--- src/rtl/serial_add_pkg.sv ---
// Shared types and helpers for the time-shared serial adder scheduler.
package serial_add_pkg;

  typedef enum logic {IDLE, STREAM} state_t;

  function automatic int clog2_min1(input int n);
    return (n <= 2) ? 1 : $clog2(n);
  endfunction

  // Bit offset of chunk k in a vector packed as back-to-back bw-bit chunks.
  function automatic int chunk_lo(input int k, input int bw);
    return k * bw;
  endfunction

endpackage

--- src/rtl/rr_arbiter.sv ---
// Round-robin arbiter: one-hot grant searching upward from the last winner.
module rr_arbiter #(
  parameter int NREQ = 4,
  parameter int IDW  = 2
) (
  input  logic            clk,
  input  logic            reset,
  input  logic            en,
  input  logic [NREQ-1:0] req,
  output logic [NREQ-1:0] gnt,
  output logic [IDW-1:0]  gnt_id,
  output logic            gnt_valid
);

  logic [IDW-1:0] last;
  logic [IDW-1:0] idx;

  always_comb begin
    gnt       = '0;
    gnt_id    = '0;
    gnt_valid = 1'b0;
    idx       = '0;
    for (int i = 0; i < NREQ; i++) begin
      idx = IDW'((int'(last) + 1 + i) % NREQ);
      if (en && !gnt_valid && req[idx]) begin
        gnt_valid = 1'b1;
        gnt_id    = idx;
        gnt[idx]  = 1'b1;
      end
    end
  end

  // Reset value makes requester 0 the first winner.
  always_ff @(posedge clk or posedge reset) begin
    if (reset)          last <= IDW'(NREQ - 1);
    else if (gnt_valid) last <= gnt_id;
  end

endmodule

--- src/rtl/serial_add_sched.sv ---
// Streams arbitrated operand pairs LSB chunk first through one shared
// serial adder and reassembles the registered chunk sums.
module serial_add_sched import serial_add_pkg::*; #(
  parameter int   BW    = 16,
  parameter int   WORDS = 4,
  parameter int   NREQ  = 4,
  localparam int  W     = WORDS * BW,
  localparam int  IDW   = clog2_min1(NREQ)
) (
  input  logic              clk,
  input  logic              reset,
  input  logic [NREQ-1:0]   req,
  input  logic [NREQ*W-1:0] req_a,
  input  logic [NREQ*W-1:0] req_b,
  output logic [NREQ-1:0]   ack,
  output logic              sa_clr,
  output logic [BW-1:0]     sa_a,
  output logic [BW-1:0]     sa_b,
  input  logic [BW-1:0]     sa_c,
  output logic              busy,
  output logic              done,
  output logic [IDW-1:0]    done_id,
  output logic [W-1:0]      done_sum
);

  localparam int KW = clog2_min1(WORDS);

  state_t          state;
  logic [KW-1:0]   k;
  logic            last_k;
  logic            grant_en;
  logic            grant;
  logic [IDW-1:0]  gnt_id;
  logic [IDW-1:0]  cur_id;
  logic [W-1:0]    op_a, op_b;
  logic [W-1:0]    sh_a, sh_b;
  logic            tag_v, tag_last;
  logic [IDW-1:0]  tag_id;
  logic            asm_pend;
  logic [W-1:0]    asm_buf;
  logic [W+BW-1:0] asm_cat;

  assign last_k   = (k == KW'(WORDS - 1));
  // A grant on the last chunk lets the next stream follow with no bubble.
  assign grant_en = !reset && ((state == IDLE) || last_k);
  assign sa_clr   = reset | grant;

  rr_arbiter #(.NREQ(NREQ), .IDW(IDW)) u_arb (
    .clk       (clk),
    .reset     (reset),
    .en        (grant_en),
    .req       (req),
    .gnt       (ack),
    .gnt_id    (gnt_id),
    .gnt_valid (grant)
  );

  assign op_a = req_a[chunk_lo(int'(gnt_id), W) +: W];
  assign op_b = req_b[chunk_lo(int'(gnt_id), W) +: W];

  always_ff @(posedge clk or posedge reset) begin
    if (reset) begin
      state  <= IDLE;
      k      <= '0;
      cur_id <= '0;
      sh_a   <= '0;
      sh_b   <= '0;
      sa_a   <= '0;
      sa_b   <= '0;
    end else if (grant) begin
      state  <= STREAM;
      k      <= '0;
      cur_id <= gnt_id;
      sa_a   <= op_a[BW-1:0];
      sa_b   <= op_b[BW-1:0];
      sh_a   <= op_a >> BW;
      sh_b   <= op_b >> BW;
    end else if (state == STREAM) begin
      if (last_k) begin
        state <= IDLE;
        k     <= '0;
        sa_a  <= '0;
        sa_b  <= '0;
      end else begin
        k    <= k + 1'b1;
        sa_a <= sh_a[BW-1:0];
        sa_b <= sh_b[BW-1:0];
        sh_a <= sh_a >> BW;
        sh_b <= sh_b >> BW;
      end
    end
  end

  // Each chunk sum enters at the top; after WORDS shifts the word is aligned.
  assign asm_cat = {sa_c, asm_buf};

  always_ff @(posedge clk or posedge reset) begin
    if (reset) begin
      tag_v    <= 1'b0;
      tag_last <= 1'b0;
      tag_id   <= '0;
      asm_pend <= 1'b0;
      asm_buf  <= '0;
      done     <= 1'b0;
      done_id  <= '0;
      done_sum <= '0;
    end else begin
      tag_v    <= (state == STREAM);
      tag_last <= (state == STREAM) && last_k;
      tag_id   <= cur_id;
      done     <= tag_v && tag_last;
      if (tag_v) begin
        asm_buf  <= asm_cat[W+BW-1:BW];
        asm_pend <= !tag_last;
        if (tag_last) begin
          done_sum <= asm_cat[W+BW-1:BW];
          done_id  <= tag_id;
        end
      end
    end
  end

  assign busy = (state == STREAM) | tag_v | asm_pend;

endmodule
--- config.mk ---
export PLATFORM = sky130hd
export DESIGN_NAME = serial_add_sched
export DESIGN_NICKNAME = d
export VERILOG_FILES = /design/src/rtl/serial_add_pkg.sv /design/src/rtl/rr_arbiter.sv /design/src/rtl/serial_add_sched.sv
export SDC_FILE = /design/constraint.sdc
export NUM_CORES = 1
export LEC_CHECK = 0
export BUFFER_PORTS_ARGS = -buffer_cell sky130_fd_sc_hd__buf_4
export CAP_MARGIN = 20
export CORE_AREA = 5 5 245 247
export DETAILED_ROUTE_END_ITERATION = 8
export DIE_AREA = 0 0 250 252
export HOLD_SLACK_MARGIN = 0.03
export PLACE_DENSITY_LB_ADDON = 0.25
export SLEW_MARGIN = 20
export SYNTH_ARGS = -nofsm -noshare
export SYNTH_HDL_FRONTEND = slang
export SYNTH_SLANG_ARGS = --single-unit
--- constraint.sdc ---
create_clock -name clk -period 9.47 [get_ports clk]
set_input_delay 0.4735 -clock clk [delete_from_list [all_inputs] [get_ports clk]]
set_output_delay 0.4735 -clock clk [all_outputs]
set_load 0.05 [all_outputs]
# ---- Word-level counts from Yosys, hierarchy flattened
# Cells that the tools add are included.
dict set report op_classes {
  mux 46
  addsub 5
  shift 2
  reduce_logical 23
  order_cmp 8
  n_eq_ne 2
  n_bitwise 7
}
# op n
set op_table {}
lappend op_table {{$shiftx 256x9->64} 2}
lappend op_table {{$mux 64} 6}
lappend op_table {{$mux 16} 6}
lappend op_table {{$mux 4} 4}
lappend op_table {{$mux 1} 15}
lappend op_table {{$logic_and 1x1->1} 14}
lappend op_table {{$mux 2} 7}
lappend op_table {{$lt 2x3->1 const B} 4}
lappend op_table {{$or 4x4->4} 3}
lappend op_table {{$bmux 1 s2} 4}
lappend op_table {{$demux 1 s2} 4}
lappend op_table {{$ge 2x1->1 const B} 4}
lappend op_table {{$add 2x1->2 const B} 3}
lappend op_table {{$logic_not 1->1} 5}
lappend op_table {{$add 2x2->2 const B} 2}
lappend op_table {{$reduce_and 2->1} 2}
lappend op_table {{$or 1x1->1} 3}
lappend op_table {{$eq 2x2->1 const B} 1}
lappend op_table {{$ne 2x1->1 const B} 1}
lappend op_table {{$reduce_bool 2->1} 1}
lappend op_table {{$logic_or 1x1->1} 1}
lappend op_table {{$not 1->1} 1}
dict set report word_totals {
  output_inout_bits 105
  elab_cells 109
  in_bits 534
  register_bits 303
}

# ---- Logic depth before layout (Yosys ltp)
# Gate-level depths: netlist of run 1.
dict set report depth {
  depth_word 19
  ltp_mapped 12
  ltp_nobuf 8
}

# ---- By module
# A second synthesis of run 1 with hierarchy kept.
dict set report hier_totals {
  hier_cells 1172
  area_unflattened_um2 14248.7
}
# module area_per_inst_um2 cells_per_inst n_inst seq_area_each_um2
set by_module_without_submodules {}
lappend by_module_without_submodules {serial_add_sched 13686.9 1103 1 6331.1}
lappend by_module_without_submodules {rr_arbiter 561.8 69 1 52.6}

# ---- Worst setup path before layout of run 1
# OpenSTA, ideal clock, no wires.
dict set report synth_path {
  path_kind {input to output}
  startpoint {in reset}
  endpoint {out ack[2]}
  path_buffers 0
  arrival_ns 8.120
  t_required_ns 8.997
  path_slack_ns 0.876
  stages 4
  cell_sequence {inv_1 nand2_1 or3_4 o22ai_1}
}
dict set report synth_between {
  elab_chain_cells 16
  elab_cells_between_ends 22
  classes_between {mux (7); bitwise (3); reduce/logical (12)}
}
# element line_no
set synth_rtl {}
lappend synth_rtl {{from (decl)} serial_add_sched.sv:11} ;# input logic reset,
lappend synth_rtl {{$logic_not 1->1 (no source line) (*)} n/a}
lappend synth_rtl {{$logic_and 1x1->1 (*)} serial_add_sched.sv:45} ;# assign grant_en = !reset && ((state == IDLE) || last_k);
lappend synth_rtl {{$logic_and 1x1->1} rr_arbiter.sv:25} ;# if (en && !gnt_valid && req[idx]) begin
lappend synth_rtl {{$mux 1} rr_arbiter.sv:25}
lappend synth_rtl {{$logic_not 1->1} rr_arbiter.sv:25}
lappend synth_rtl {{$logic_and 1x1->1 (2 in a row)} rr_arbiter.sv:25}
lappend synth_rtl {{$mux 1} rr_arbiter.sv:25}
lappend synth_rtl {{$logic_not 1->1} rr_arbiter.sv:25}
lappend synth_rtl {{$logic_and 1x1->1 (2 in a row)} rr_arbiter.sv:25}
lappend synth_rtl {{$mux 1} rr_arbiter.sv:25}
lappend synth_rtl {{$logic_not 1->1} rr_arbiter.sv:25}
lappend synth_rtl {{$logic_and 1x1->1 (2 in a row)} rr_arbiter.sv:25}
lappend synth_rtl {{$mux 4 (*)} rr_arbiter.sv:25}
lappend synth_rtl {{to (decl)} serial_add_sched.sv:15} ;# output logic [NREQ-1:0] ack,
# Every way passes the cells marked *; elsewhere a longest branch is shown, timed or not.

# ---- Worst setup path in the final report of run 1
dict set report layout_path {
  startpoint {reg u_arb.last[0]}
  endpoint {reg sh_a[2]}
}
dict set report layout_between {
  elab_chain_cells 19
  elab_cells_between_ends 35
  classes_between {add/sub (4); eq/ne (1); shift (1); mux (17); reduce/logical (12)}
}
# element line_no
set layout_rtl {}
lappend layout_rtl {{from (decl)} rr_arbiter.sv:15} ;# logic [IDW-1:0] last;
lappend layout_rtl {{from (signal assigned)} rr_arbiter.sv:35} ;# if (reset) last <= IDW'(NREQ - 1);
lappend layout_rtl {{from (signal assigned)} rr_arbiter.sv:36} ;# else if (gnt_valid) last <= gnt_id;
lappend layout_rtl {{$add 2x1->2 (*)} rr_arbiter.sv:24} ;# idx = IDW'((int'(last) + 1 + i) % NREQ);
lappend layout_rtl {{$bmux 1 s2} rr_arbiter.sv:25}
lappend layout_rtl {{$mux 1 (not written as such)} rr_arbiter.sv:25}
lappend layout_rtl {{$logic_and 1x1->1} rr_arbiter.sv:25}
lappend layout_rtl {{$mux 1} rr_arbiter.sv:25}
lappend layout_rtl {{$logic_not 1->1} rr_arbiter.sv:25}
lappend layout_rtl {{$logic_and 1x1->1 (2 in a row)} rr_arbiter.sv:25}
lappend layout_rtl {{$mux 1} rr_arbiter.sv:25}
lappend layout_rtl {{$logic_not 1->1} rr_arbiter.sv:25}
lappend layout_rtl {{$logic_and 1x1->1 (2 in a row)} rr_arbiter.sv:25}
lappend layout_rtl {{$mux 1} rr_arbiter.sv:25}
lappend layout_rtl {{$logic_not 1->1} rr_arbiter.sv:25}
lappend layout_rtl {{$logic_and 1x1->1 (2 in a row)} rr_arbiter.sv:25}
lappend layout_rtl {{$mux 2 / $mux 1 (equally long branches)} rr_arbiter.sv:25}
lappend layout_rtl {{$shiftx 256x9->64, or another cell as far along} serial_add_sched.sv:58} ;# assign op_a = req_a[chunk_lo(int'(gnt_id), W) +: W];
lappend layout_rtl {{$mux 64 / $reduce_and 2->1 (equally long branches)} n/a}
lappend layout_rtl {{to (signal assigned)} serial_add_sched.sv:76} ;# sh_a <= op_a >> BW;
lappend layout_rtl {{to (signal assigned)} serial_add_sched.sv:88} ;# sh_a <= sh_a >> BW;
lappend layout_rtl {{to (decl)} serial_add_sched.sv:36} ;# logic [W-1:0] sh_a, sh_b;
# Every way passes the cells marked *; elsewhere a longest branch is shown, timed or not. The select of a mux whose other input is x is not followed.
# A chain may end at the register's enable or synchronous reset.

==> results of run 1 <==
## per-stage QoR
stage | hold WS, ns | power, µW
detailed placement | 0.365 | 5950
finish | 0.145 | 7120
global placement | 0.360 | 5900
floorplan | 0.354 | 4560
global route | 0.121 | 7520
CTS | 0.110 | 7210
## worst max path at each step
stage          slack, ns           from  depth (start not counted)       to
6_report            4.87  u_arb.last[0]                          9  sh_a[2]
5_1_grt             4.54  u_arb.last[0]                          9  sh_a[0]
4_1_cts             4.92  u_arb.last[0]                          9  sh_a[0]
3_5_place_dp        4.94  u_arb.last[0]                          9  sh_a[0]
3_3_place_gp        5.07  u_arb.last[0]                          9  sh_a[3]
2_1_floorplan       0.88          reset                          4   ack[2]
## Yosys cell counts (5+ instances only)
library cell | count | share of area
a211oi_1 | 20 | 0.011
a21o_1 | 77 | 0.041
a21oi_1 | 6 | 0.0021
a221oi_1 | 10 | 0.0061
a221oi_2 | 10 | 0.011
a22oi_1 | 36 | 0.019
a2bb2oi_1 | 33 | 0.020
and3_1 | 20 | 0.0088
buf_1 | 6 | 0.0016
buf_2 | 30 | 0.011
buf_4 | 6 | 0.0032
clkbuf_1 | 81 | 0.021
dfrtp_1 | 253 | 0.44
ha_1 | 5 | 0.0044
inv_1 | 8 | 0.0021
mux2_2 | 117 | 0.092
mux2i_1 | 198 | 0.14
nand2_1 | 104 | 0.027
nand3_1 | 67 | 0.024
nor2_1 | 12 | 0.0032
o211ai_1 | 66 | 0.035
o21ai_0 | 69 | 0.024
o221ai_1 | 43 | 0.026
## power groups by stage
stage / Sequential, µW / Combinational [µW] / Clock [µW]
2_1_floorplan: 2570 / 1990 / 0
3_3_place_gp: 2050 / 3850 / 0
3_5_place_dp: 2060 / 3880 / 0
4_1_cts: 2050 / 3890 / 1270
5_1_grt: 2090 / 4120 / 1310
6_report: 2030 / 3850 / 1240
## area by class of cell
class,count,area [µm²],share of cell area
Antenna cell,7,17.5,0.000843
Clock buffer,43,911,0.0438
Clock inverter,12,144,0.00692
Inverter,8,37.5,0.00181
Multi-Input combinational cell,922,7390,0.356
Sequential cell,255,6380,0.307
Tap cell,765,957,0.0461
Timing Repair Buffer,654,4940,0.238
## flip-flops by register name, summed over array words and instances (netlist names), 2 cells and up
signal	count
done_id	2
sh_b	48
cur_id	2
sa_a	16
sa_b	16
u_arb.last	2
tag_id	2
sh_a	48
k	2
asm_buf	48
done_sum	64
## cell families after synthesis
kind of cell    after synthesis  synth area share
simple gates                215            0.0686
buf+inv                     134            0.0411
fa+ha+maj                     5           0.00439
mux                         318             0.235
compound gates              384             0.203
flops                       255             0.448
## metal layers
metal | part of all wire | vias up | GRT usage
met5 | 0.00014 | - | 0
met4 | 0.022 | 2 | 0.0480
met3 | 0.064 | 67 | 0.0443
met2 | 0.52 | 544 | 0.385
met1 | 0.39 | 6730 | 0.250
li1 | - | 6105 | -
## critical path: cells and delay by family, from the launching register on
family,cells,cell delay [ns]
simple gates,2,1.00
mux,2,0.81
compound gates,2,0.41
flops,1,0.68
buf+inv,2,1.03
fa+ha+maj,1,0.31
==> run metrics, run 1 <==
CP dominant cell by count mux2i_1; die area 0.0630 mm²; endpoint type of the worst setup path flop; non-filler instance count after layout 2,666; hold path endpoint done_sum[62]; die height 252 µm; H-tree Lvls 1; DP HPWL 53,000 µm; Mapped Avg Cell Area 10.9 µm²; Final Routed Wirelength 69,800 µm; DR iter-0 viols 774; post-synthesis async set-or-reset flop share 1.00; sequential fraction of design power 0.285; status completed; Core Region 0.0574 mm²; # rows 88; vias in the first global route 14,400; nets 2,411; Hold Crit Start sa_c[14]; crit-path max FO 56; Synth Register Bits 255; pin count of the biggest net entering global routing 136; Final Cycle Share 0.486; # Max-Cap Violations 0; CP max stage delay 0.86 ns; setup TNS 0 ns; Cell Chain, Critical Path inv_1 > ha_1 > nor2_1 > mux2i_1 > o211ai_1 > nand2_4 > buf_4 > mux2i_1 > o221ai_1; per-cell routed wire length 26.2 µm; Max VDD drop 0.248 mV; fmax 217 MHz; cts repair resizes 0; Clock Tree Buf Depth 3; unrepaired setup endpoints after global routing false; sw power 3310 µW; Reg2Reg Depth 9; clk_skew 0.00848 ns; initial core utilization 0.249; Slew Limit Headroom 0.236; synth warn 0; Post-synth EDFFs 0; Cell Pwr Density 342 mW/mm²; vias per cell 5.04; setup bufs post-CTS 0; Synth cell types 47; CP Launch Type flop; CTS tree yes; gp weighted congestion 0.898; DRC Markers 0; sequential fraction of the synthesis area 0.448; syn nets 1,850; arrival time at the worst endpoint 5.00 ns; 1st-pass router iterations 5; Worst Path Required 9.87 ns; P&R area growth vs syn 45.7%; Placement Cell Area 0.0197 mm²; switch share 0.465; commonest non-fill, non-tap cell in the layout buf_4; most frequent cells in the layout 651 x buf_4, 252 x dfrtp_1, 198 x mux2i_1; Finished Core Util 0.362; min Tclk post-route 4.60 ns; R2R setup slack 4.87 ns; Slew @ Worst Pin 1.15 ns; clock power share 0.174; Post-DRT Antenna Nets 0; gate count of the mapped netlist 1,311; worst min-delay path category primary input to flop; GRT Util Overall 0.209; Clock Tree Root clkbuf_16; Leakage 0.0103 µW; TritonCTS Buffers 31; endpoints failing setup 0; main flop type after synthesis dfrtp_1; insertion delay to the later sink of the worst-skew pair 0.57 ns; cell internal pwr 3800 µW; filler cell count in the final layout 5,788; Hold-fix buffers, CTS 1; Setup Crit Path Kind flop to flop; die width 250 µm; first-pass GRT wire length 99,500 µm; Port-buffer cells 638; Overflow after GRT 0; pre-CTS WS 4.94 ns; Placed Cells 2,603; Final Hold Vio Count 0; Sink Count 255; max-slew violations 0; design area 0.0208 mm²; CP max-delay cell buf_4; Clock Pin Slew Worst Setup and Hold Paths 0.06 ns; DR vias 13,400; final worst slack 4.87 ns; Ports 639; cell area after synthesis 0.0143 mm²; FF-to-FF Start u_arb.last[0]; initial antenna violation count 8; Hold Path Depth 2; Comb pwr share 0.542; Reg2Reg Capture Point sh_a[2]; layout cell share with drive strength beyond 1 0.452
Note: power is estimated with default switching activity, not from simulation.
==> run 2, diff against run 1 <==
CORE_AREA = 5 5 248 250   (was 5 5 245 247)
DIE_AREA = 0 0 253 255   (was 0 0 250 252)
clock period = 3.73 ns   (was 9.47 ns; I/O delays follow)
==> run metrics, run 2 (same netlist as run 1, synthesis figures left out) <==
met3 wire length 4200 µm (-5.6%); initial core utilization 0.243 (-0.00605); design area 0.0255 mm² (+23%); Final Routed Wirelength 73,500 µm (+5.2%); Placed Cells 2,632 (+1.1%); H-tree Lvls 1 (unchanged); clk_skew 0.0161 ns (+0.00764 ns); switch share 0.456 (-0.00982); setup TNS 0 ns (unchanged); vias in the first global route 16,600 (+16%); endpoint type of the worst setup path primary output; Comb pwr share 0.574 (+0.032); metal2 WL 38,300 µm (+4.7%); crit-path max FO 8 (-86%); max-slew violations 0 (unchanged); multi-input combinational cell area 0.00739 mm² (about the same); DR iter-0 viols 898 (+16%); Clock Pin Slew Worst Setup and Hold Paths 0.06 ns (about the same); Slew @ Worst Pin 1.01 ns (-0.138 ns); die width 253 µm (+1.2%); Final Hold Vio Count 0 (unchanged); DRC Markers 0 (unchanged); max layer used met5; Slew Limit Headroom 0.327 (+0.0912); P&R area growth vs syn 78.8%; # Max-Cap Violations 0 (unchanged); Setup Crit Path Kind flop to primary output; layout cell share with drive strength beyond 1 0.373 (-0.0794); Core Region 0.0588 mm² (+2.5%); Final Cycle Share 0.952; CTS tree yes; arrival time at the worst endpoint 3.37 ns (-1.63 ns); DP HPWL 53,900 µm (+1.6%); die height 255 µm (+1.2%); commonest non-fill, non-tap cell in the layout buf_4; GRT Util Overall 0.212 (+0.00367); Ports 639 (unchanged); CP Launch Type flop; Clock Tree Buf Depth 3 (unchanged); Worst Path Required 3.54 ns (-6.33 ns); insertion delay to the later sink of the worst-skew pair 0.59 ns (+0.02 ns); max FFs per register 64 (unchanged); Post-DRT Antenna Nets 0 (unchanged); unrepaired setup endpoints after global routing false; per-cell routed wire length 23.4 µm (-11%); endpoints failing setup 0 (unchanged); Clock Tree Root clkbuf_16; sw power 8700 µW (+160%); Cell Pwr Density 749 mW/mm² (+120%); worst min-delay path category primary input to flop; Max VDD drop 0.569 mV (+130%); vias per cell 4.96 (-1.7%); clock power share 0.159 (-0.015); non-filler instance count after layout 3,139 (+18%); first-pass GRT wire length 105,000 µm (+5.7%); TritonCTS Buffers 30 (-3.2%); status completed; min Tclk post-route 3.55 ns; fmax 282 MHz; wl on met1 28,100 µm (+3.0%); cell internal pwr 10,400 µW (+170%); Placement Cell Area 0.0200 mm² (+1.7%); die area 0.0645 mm² (+2.4%); Overflow after GRT 0 (unchanged); Largest Register done_sum; Sink Count 255 (unchanged); nets 2,873 (+19%); Sequential Area 0.00638 mm² (unchanged); gp weighted congestion 0.929 (+3.5%); # rows 89 (+1.1%); Leakage 0.0122 µW (+18%); R2R setup slack 0.19 ns (-4.68 ns); initial antenna violation count 11 (+3); sequential fraction of design power 0.267 (-0.018); filler cell count in the final layout 5,553 (-4.1%); Port-buffer cells 638 (unchanged); most frequent cells in the layout 659 x buf_4, 442 x dlygate4sd3_1, 252 x dfrtp_1; pin count of the biggest net entering global routing 116 (-15%); DR vias 15,600 (+16%); 1st-pass router iterations 6 (+1); Fin Hold WS 0.0432 ns (-0.102 ns)
## run 2: cell types whose count changed in the layout (fill, tap and decap cells not counted), sizes merged
cell	before	now
clkinvlp	2	3
clkinv	7	6
buf	653	675
dlygate4sd3	1	442
bufinv	3	2
diode	7	9
clkbuf	43	44
## run 2: path summary, 6_finish.rpt
check,start,to,depth (start not counted)
worst max-delay path,u_arb.last[0],ack[1],8
max in group asynchronous,reset,tag_v,5
worst min register to register,cur_id[0],tag_id[0],0
worst min-delay path,req_b[210],sh_b[2],4
worst max register to register,u_arb.last[0],sa_b[9],10
min in group asynchronous,reset,sh_a[25],4
## run 2: worst max-delay path, stage by stage (launching register included)
cell and delay (ns):
dfstp_2 0.52, inv_1 0.10, ha_1 0.44, mux4_2 0.45, nor2_1 0.31, a22oi_1 0.12, a211o_1 0.33, a21oi_1 0.26
buf_4 0.26
## run 2: layout make-up
type	count	share of cell area
clock inverters	11	0.00559
flip-flops and latches	255	0.250
repair buffers	1117	0.380
inverters	8	0.00132
clock buffers	44	0.0342
well taps	773	0.0379
diodes	9	0.000883
multi-input cells	922	0.290
## run 2: routing by layer
layer | vias up | global-route usage
li1 | 7037 | -
met1 | 7676 | 0.251
met2 | 713 | 0.392
met3 | 130 | 0.0353
met4 | 4 | 0.0714
met5 | - | 0
## run 2: power by group through the flow
stage / Clock, µW / Combinational [µW] / Sequential [µW]
finish: 3030 / 11000 / 5100
detailed placement: 0 / 10300 / 5190
CTS: 3110 / 11000 / 5150
global placement: 0 / 10100 / 5170
global route: 3220 / 11600 / 5260
floorplan: 0 / 5160 / 6530
## run 2: timing repair
item / 4_1_cts / 5_1_grt
endpoints found under the hold margin: 297 / 0
hold buffers: 442 / 0
buffers inserted: 0 / 1
gates resized for setup: 0 / 3
setup endpoints to repair: 0 / 98
## run 2: per-stage QoR
step	setup WS, ns	power (µW)	util
4_1_cts	0.0597	19300	0.433
2_1_floorplan	-2.11	11700	-
6_report	0.178	19100	0.434
3_3_place_gp	0.366	15300	0.341
5_1_grt	0.00792	20100	0.434
3_5_place_dp	0.221	15500	0.341
